$ cat config.mk
export PLATFORM = sky130hd
export DESIGN_NAME = timer_counter
export DESIGN_NICKNAME = d
export VERILOG_FILES = /design/src/rtl/timer_counter.sv
export SDC_FILE = /design/constraint.sdc
export NUM_CORES = 1
export LEC_CHECK = 0
export CORE_MARGIN = 4
export CORE_UTILIZATION = 54
export CTS_CLUSTER_SIZE = 12
export DETAILED_ROUTE_END_ITERATION = 7
export PLACE_DENSITY = 0.87
export SLEW_MARGIN = 0
export SYNTH_ARGS = -nofsm -noshare
export SYNTH_HDL_FRONTEND = slang
export SYNTH_SLANG_ARGS = --single-unit
$ cat constraint.sdc
create_clock -name clk -period 3 [get_ports clk]
set_input_delay 0.3 -clock clk [delete_from_list [all_inputs] [get_ports clk]]
set_output_delay 0.3 -clock clk [all_outputs]
set_load 0.005 [all_outputs]
$ cat src/rtl/timer_counter.sv
// Memory-mapped programmable down-counter timer with one-shot and auto-reload modes.
// IRQ is the pending flag gated by the interrupt mask bit in CTRL.
module timer_counter #(
    parameter int               WIDTH      = 32,
    parameter logic [WIDTH-1:0] PRESET_RST = '0
) (
    input  logic             clk,
    input  logic             reset,
    input  logic [1:0]       Addr,
    input  logic             WE,
    input  logic [WIDTH-1:0] WD,
    output logic [WIDTH-1:0] RD,
    output logic             IRQ
);
    typedef enum logic [1:0] {S_IDLE, S_LOAD, S_CNT, S_INT} state_t;

    localparam logic [WIDTH-1:0] ONE = WIDTH'(1);

    state_t           state, state_nxt;
    logic [3:0]       ctrl, ctrl_nxt;
    logic [WIDTH-1:0] preset, preset_nxt;
    logic [WIDTH-1:0] count, count_nxt;
    logic             irq_flag, flag_nxt;

    always_ff @(posedge clk or posedge reset) begin
        if (reset) begin
            state    <= S_IDLE;
            ctrl     <= 4'd0;
            preset   <= PRESET_RST;
            count    <= '0;
            irq_flag <= 1'b0;
        end else begin
            state    <= state_nxt;
            ctrl     <= ctrl_nxt;
            preset   <= preset_nxt;
            count    <= count_nxt;
            irq_flag <= flag_nxt;
        end
    end

    always_comb begin
        state_nxt  = state;
        ctrl_nxt   = ctrl;
        preset_nxt = preset;
        count_nxt  = count;
        flag_nxt   = irq_flag;

        case (state)
            S_IDLE: if (ctrl[0]) state_nxt = S_LOAD;
            S_LOAD: begin
                count_nxt = preset;
                state_nxt = S_CNT;
            end
            S_CNT: begin
                if (!ctrl[0]) begin
                    state_nxt = S_IDLE;
                end else if (count > ONE) begin
                    count_nxt = count - ONE;
                end else begin
                    // Expiry at 1 or 0 so a zero preset cannot wrap.
                    count_nxt = '0;
                    flag_nxt  = 1'b1;
                    state_nxt = S_INT;
                end
            end
            S_INT: begin
                if (ctrl[2:1] == 2'b01) begin
                    flag_nxt  = 1'b0;
                    state_nxt = S_LOAD;
                end else begin
                    ctrl_nxt[0] = 1'b0;
                    state_nxt   = S_IDLE;
                end
            end
            default: state_nxt = S_IDLE;
        endcase

        // Bus writes are applied last so they override the FSM's EN clear.
        if (WE) begin
            case (Addr)
                2'd0: begin
                    ctrl_nxt = WD[3:0];
                    flag_nxt = 1'b0;
                end
                2'd1:    preset_nxt = WD;
                default: ;
            endcase
        end
    end

    always_comb begin
        RD = '0;
        case (Addr)
            2'd0:    RD[3:0] = ctrl;
            2'd1:    RD = preset;
            2'd2:    RD = count;
            default: RD = '0;
        endcase
    end

    assign IRQ = irq_flag & ctrl[3];
endmodule

Word level (Yosys, flattened, before mapping)
Cells that the tools add are included.
Cells by class
  add/subtract/negate cells: 1
  multiply operators: 0
  divide/modulo/power cells: 0
  order comparisons: 1
  equal/unequal tests: 9
  shift operators: 0
  multiplexer cells: 20
  bitwise gates (word level): 1
  reductions and logical operators: 7
Operators by type and width (number)
  32-bit two-way mux: 2
  32-bit case mux with 2 select lines: 1
  28-bit case mux with 2 select lines: 1
  32-bit by 1-bit greater-than comparator with 1-bit output, second input constant: 1
  32-bit by 1-bit subtractor with 32-bit output, second input constant: 1
  4-bit case mux with 3 select lines: 1
  1-bit two-way mux: 10
  2-bit case mux with 4 select lines: 1
  2-bit AND reduction: 4
  2-bit by 1-bit equality test with 1-bit output, second input constant: 3
  2-bit equality test, second input constant: 3
  2-bit two-way mux: 3
  2-bit zero test: 2
  2-bit inequality test, second input constant: 2
  3-bit inequality test, second input constant: 1
  1-bit case mux with 2 select lines: 1
  2-bit nonzero test: 1
  1-bit bitwise AND: 1
Storage, ports and cells
  register bits after elaboration: 71
  bits in latches: 0
  memory bits (writable): 0
  ROM bits: 0
  output and inout bits: 33
  memories kept: 0

Depth between registers and ports, before layout
  word-level depth: 6
  gate-level depth with buffers: 9

Worst setup path after synthesis
No wires, ideal clock.
  kind: register -> register
  from: register count[17]
  to: register count[27]
  data arrival time: 2.435 ns
  data required time: 2.917 ns
  path slack: 0.482 ns
  stages on the path, launching flop included: 7
  buffers on the path: 1
  cells stage by stage: dfrtp_1 > or4_4 > or4_1 > buf_2 > or4_4 > o41a_1 > o22ai_1
On the way
  word-level cells in the longest chain between the ends: 4
  elaborated cells on any way between the ends: 5
Ends and longest elaborated chain
  start: declaration: RTL line 22  | logic [WIDTH-1:0] count, count_nxt;
  start signal: assignment: RTL line 36  | count <= count_nxt;
  32-bit by 1-bit subtractor with 32-bit output or 32-bit by 1-bit greater-than comparator with 1-bit output (tied branches): RTL line 58, 57
  32-bit two-way mux (*): RTL line 57  | end else if (count > ONE) begin
  32-bit two-way mux (*): RTL line 55  | if (!ctrl[0]) begin
  32-bit case mux with 2 select lines (*): RTL line 48  | case (state)
Every way passes the cells marked *; elsewhere a longest branch is shown, timed or not. The select of a mux whose other input is x is not followed.
A chain may end at the register's enable or synchronous reset.

Worst setup path in the final report
Ends and elaborated chain as after synthesis.

==> run_summary.xml <==
<?xml version="1.0" encoding="UTF-8"?>
<metrics>
  <group name="timing">
    <metric name="tightest_slew" unit="ns">1.207</metric>
    <metric name="report.final.hold_viol_count" unit="">0</metric>
    <metric name="rsz0062_at_grt" unit="">false</metric>
    <metric name="setup-violations-final" unit="">0</metric>
    <metric name="slew-limit-headroom" unit="">0.1955</metric>
    <metric name="finalMaxSlewViolations" unit="">0</metric>
    <metric name="max_clock_freq" unit="GHz">0.3669</metric>
    <metric name="tns" unit="ns">0</metric>
    <metric name="final_min_period_over_clock_period" unit="">0.9086</metric>
    <metric name="min_period" unit="ns">2.726</metric>
    <metric name="fin_worst_skew" unit="ns">0.007227</metric>
  </group>
  <group name="synthesis">
    <metric name="synth_fa_ha_area_frac" unit="">0.01768</metric>
    <metric name="ys_seq_elements" unit="">71</metric>
    <metric name="synth-simple-area-share" unit="">0.2074</metric>
    <metric name="synth-seq-area-share" unit="">0.4184</metric>
    <metric name="number_of_distinct_library_cells_after_synthesis" unit="">52</metric>
    <metric name="synth.avg_cell_area" unit="um2">9.564</metric>
    <metric name="combinational_family_with_the_most_area_after_synthesis" unit="">compound AO/OA/AOI/OAI gates</metric>
    <metric name="muxShareOfSynthArea" unit="">0.09753</metric>
    <metric name="synth_nets" unit="">487</metric>
    <metric name="synth_enable_flop_cells" unit="">0</metric>
    <metric name="synth_cell_area" unit="um2">4247</metric>
    <metric name="synthesis.yosys.warnings" unit="">0</metric>
    <metric name="synth_compound_gate_area_share" unit="">0.2089</metric>
    <metric name="ys_dominant_reg_cell" unit="">sky130_fd_sc_hd__dfrtp_1</metric>
    <metric name="async_flop_share" unit="">1.000</metric>
    <metric name="cell_count_after_synthesis" unit="">444</metric>
    <metric name="synth_xor_xnor_area_share" unit="">0</metric>
  </group>
  <group name="global_routing">
    <metric name="antenna_found_initial" unit="">0</metric>
    <metric name="grt-ovfl-total" unit="">0</metric>
    <metric name="grt_pass1_wl" unit="um">19610</metric>
    <metric name="vias_in_the_first_global_route" unit="">3964</metric>
    <metric name="pin_count_of_the_biggest_net_entering_global_routing" unit="">38</metric>
    <metric name="gr_usage_total" unit="">0.2488</metric>
  </group>
  <group name="placed_design">
    <metric name="dp_cells" unit="">594</metric>
    <metric name="dpl.hpwl" unit="um">7637</metric>
    <metric name="port-buffer-count" unit="">69</metric>
    <metric name="gp_congestion" unit="">0.8646</metric>
  </group>
  <group name="clock_network">
    <metric name="cts.root.buffer_cell" unit="">sky130_fd_sc_hd__clkbuf_8</metric>
    <metric name="cts-htree-levels" unit="">3</metric>
    <metric name="post_cts_resized" unit="">0</metric>
    <metric name="cts.path.max_buffers" unit="">2</metric>
    <metric name="tritoncts.num_buffers" unit="">9</metric>
    <metric name="holdBufCountCts" unit="">0</metric>
    <metric name="tritoncts" unit="">yes</metric>
    <metric name="clock_sink_count" unit="">71</metric>
    <metric name="insertion_delay" unit="ns">0.35</metric>
    <metric name="path_clk_slew" unit="ns">0.08</metric>
    <metric name="postCtsSetupBuffers" unit="">0</metric>
  </group>
  <group name="drt">
    <metric name="detail_route.vias_per_cell" unit="">6.608</metric>
    <metric name="drt_iter0_markers" unit="">518</metric>
    <metric name="routed_wire_length_per_instance" unit="um">18.75</metric>
    <metric name="drt_pre_antenna_iters" unit="">6</metric>
    <metric name="postRouteWirelength" unit="um">11440</metric>
    <metric name="drtAntennaViolNets" unit="">0</metric>
    <metric name="vias" unit="">4031</metric>
    <metric name="drt_drc_violations_left" unit="">0</metric>
  </group>
  <group name="worst_setup_path">
    <metric name="worst_ep_arrival" unit="ns">2.99</metric>
    <metric name="critical_path.max_fanout" unit="">8</metric>
    <metric name="crit_family" unit="">simple AND/OR/NAND/NOR gates</metric>
    <metric name="cpMostUsedCell" unit="">sky130_fd_sc_hd__or4_4</metric>
    <metric name="critPathMaxStageDelay" unit="ns">0.59</metric>
    <metric name="required_time_of_the_worst_setup_path" unit="ns">3.26</metric>
    <metric name="setup.worst_path.start_class" unit="">register</metric>
    <metric name="timing.setup.critical_path_class" unit="">reg -&gt; reg</metric>
    <metric name="critical_path.cell_chain" unit="">or4_4 -&gt; or4_1 -&gt; or4_4 -&gt; o41a_1 -&gt; o22ai_1</metric>
    <metric name="critical_path_buf_inv_count" unit="">0</metric>
    <metric name="cp_max_delay_cell" unit="">sky130_fd_sc_hd__or4_4</metric>
    <metric name="critical_path.endpoint_type" unit="">register</metric>
  </group>
  <group name="pwr">
    <metric name="vdd.ir_drop.worst" unit="uV">378.4</metric>
    <metric name="static-leakage-power" unit="nW">2.059</metric>
    <metric name="power_density" unit="nW/um2">790.9</metric>
  </group>
  <group name="floorplanning">
    <metric name="design.portCount" unit="">70</metric>
    <metric name="die_w" unit="um">96.68</metric>
    <metric name="fp.coreArea" unit="um2">7687</metric>
    <metric name="floorplan.initialDensity" unit="">0.5524</metric>
    <metric name="fp.dieArea" unit="um2">9347</metric>
    <metric name="die-height" unit="um">96.68</metric>
    <metric name="num_rows" unit="">32</metric>
  </group>
  <group name="layout">
    <metric name="most-common-layout-cells" unit="">sky130_fd_sc_hd__dfrtp_1, sky130_fd_sc_hd__clkdlybuf4s50_1, sky130_fd_sc_hd__mux2_2</metric>
    <metric name="most_frequent_standard_cell_in_the_layout_excluding_fill_and_tap_cells" unit="">sky130_fd_sc_hd__dfrtp_1</metric>
    <metric name="layoutNonFillerInstCount" unit="">610</metric>
    <metric name="antenna-diode-count" unit="">0</metric>
    <metric name="n_fill_cell" unit="">580</metric>
    <metric name="register_cell_area_after_layout" unit="um2">1777</metric>
    <metric name="multi_input_gate_area_in_the_final_layout" unit="um2">2261</metric>
    <metric name="syn_to_layout_area_delta" unit="%">23.69</metric>
    <metric name="final_layout_size_suffix_gt1_frac" unit="">0.1516</metric>
    <metric name="net_count_final" unit="">546</metric>
  </group>
  <group name="worst_hold_path">
    <metric name="hold_path_class" unit="">in -&gt; async</metric>
  </group>
  <group name="flow_run">
    <metric name="timing.max_cap.violations" unit="">0</metric>
  </group>
  <group name="status">
    <metric name="run_status" unit="">finished, final reports clean</metric>
  </group>
</metrics>
sequential cells by signal (all words and copies together) (netlist names):
register  flops
irq_flag      1
ctrl          4
preset       32
count        32
state         2
through the flow:
stage / setup WS [ns] / area [um2] / hold slack (ns) / power [mW] / utilization
after CTS: 0.2993 / 5253 / 0.3964 / 4.112 / 0.6833
after detailed placement: 0.3524 / 5062 / 0.5015 / 3.339 / 0.6585
after global routing: 0.2019 / 5253 / 0.4258 / 4.418 / 0.6833
after global placement: 0.3985 / 5062 / 0.4960 / 3.260 / 0.6585
final: 0.2741 / 5253 / 0.3753 / 4.154 / 0.6833
after floorplan: 0.4819 / 4247 / 0.3903 / 2.801 / -
synth_stat cells, types with 3 or more instances:
cell type                  number  area (um2)
sky130_fd_sc_hd__a21oi_1       11       55.05
sky130_fd_sc_hd__a221o_1        5       50.05
sky130_fd_sc_hd__a222oi_1       4       40.04
sky130_fd_sc_hd__a22o_1         4       35.03
sky130_fd_sc_hd__a22oi_1       31       232.7
sky130_fd_sc_hd__a31oi_1        8       50.05
sky130_fd_sc_hd__a32oi_1        3       26.28
sky130_fd_sc_hd__and2_1         4       25.02
sky130_fd_sc_hd__and3_1         5       31.28
sky130_fd_sc_hd__buf_1          4       15.01
sky130_fd_sc_hd__clkbuf_1      35       131.4
sky130_fd_sc_hd__dfrtp_1       71        1777
sky130_fd_sc_hd__ha_1           6       75.07
sky130_fd_sc_hd__inv_1         15       56.30
sky130_fd_sc_hd__mux2_2        35       394.1
sky130_fd_sc_hd__nand2_1       31       116.4
sky130_fd_sc_hd__nand3_1       12       60.06
sky130_fd_sc_hd__nand4_1        7       43.79
sky130_fd_sc_hd__nor2_1        13       48.80
sky130_fd_sc_hd__nor2b_1       31       193.9
sky130_fd_sc_hd__nor3_1        11       55.05
sky130_fd_sc_hd__nor4_1        15       93.84
sky130_fd_sc_hd__nor4b_1        3       26.28
sky130_fd_sc_hd__o211ai_1       8       60.06
sky130_fd_sc_hd__o21ai_0        9       45.04
sky130_fd_sc_hd__o22ai_1        3       18.77
sky130_fd_sc_hd__o311ai_0       3       26.28
sky130_fd_sc_hd__o31ai_1        6       45.04
sky130_fd_sc_hd__o41a_1         3       33.78
sky130_fd_sc_hd__o41ai_1        4       35.03
sky130_fd_sc_hd__or3_1          7       43.79
sky130_fd_sc_hd__or4_1          9       67.56
worst register-to-register path: cells and delay by family (launching register included):
| family | cells | cell delay, ns |
|---|---|---|
| compound gates | 2 | 0.45 |
| flops | 1 | 0.44 |
| simple gates | 3 | 1.76 |
per-layer routing:
| metal | vias up | track usage | share of wire |
|---|---|---|---|
| met5 | - | 0 | 0 |
| met4 | 0 | 0.07775 | 0.019 |
| met3 | 31 | 0.04831 | 0.077 |
| met2 | 202 | 0.4167 | 0.49 |
| met1 | 1982 | 0.3265 | 0.41 |
| li1 | 1816 | - | - |
where the power goes:
part,internal (mW),switching (mW)
Sequential,1.28,0.474
Clock,0.404,0.361
Combinational,0.776,0.863
Total,2.46,1.70
logic make-up (layout without fill, tap and decap cells):
logic type	count (synthesis)	after routing
AO/OA/AOI/OAI	117	117
adder cells (fa/ha/maj)	6	6
buffers and inverters	56	120
flip-flops	71	71
multiplexers	37	37
AND/OR/NAND/NOR	157	157
final timing paths:
path | startpoint | endpoint | slack, ns | cells after the start
setup / recovery | count[17]$_DFFE_PP0P_ | count[27]$_DFFE_PP0P_ | 0.27 | 5
hold / removal | reset | count[6]$_DFFE_PP0P_ | 0.38 | 3
setup reg to reg | count[17]$_DFFE_PP0P_ | count[27]$_DFFE_PP0P_ | 0.27 | 5
hold reg to reg | preset[11]$_DFFE_PP0P_ | count[11]$_DFFE_PP0P_ | 0.52 | 2
max in group asynchronous | reset | count[23]$_DFFE_PP0P_ | 2.27 | 3
min in group clk | preset[11]$_DFFE_PP0P_ | count[11]$_DFFE_PP0P_ | 0.52 | 2
area by class of cell:
class	instances	area share
clock buffer	12	0.02763
clock inverter	4	0.008576
inverter	15	0.01072
multi-input combinational	317	0.4304
sequential	71	0.3383
tap	102	0.02430
timing repair buffer	89	0.1601
Note: power is estimated with default switching activity, not from simulation.
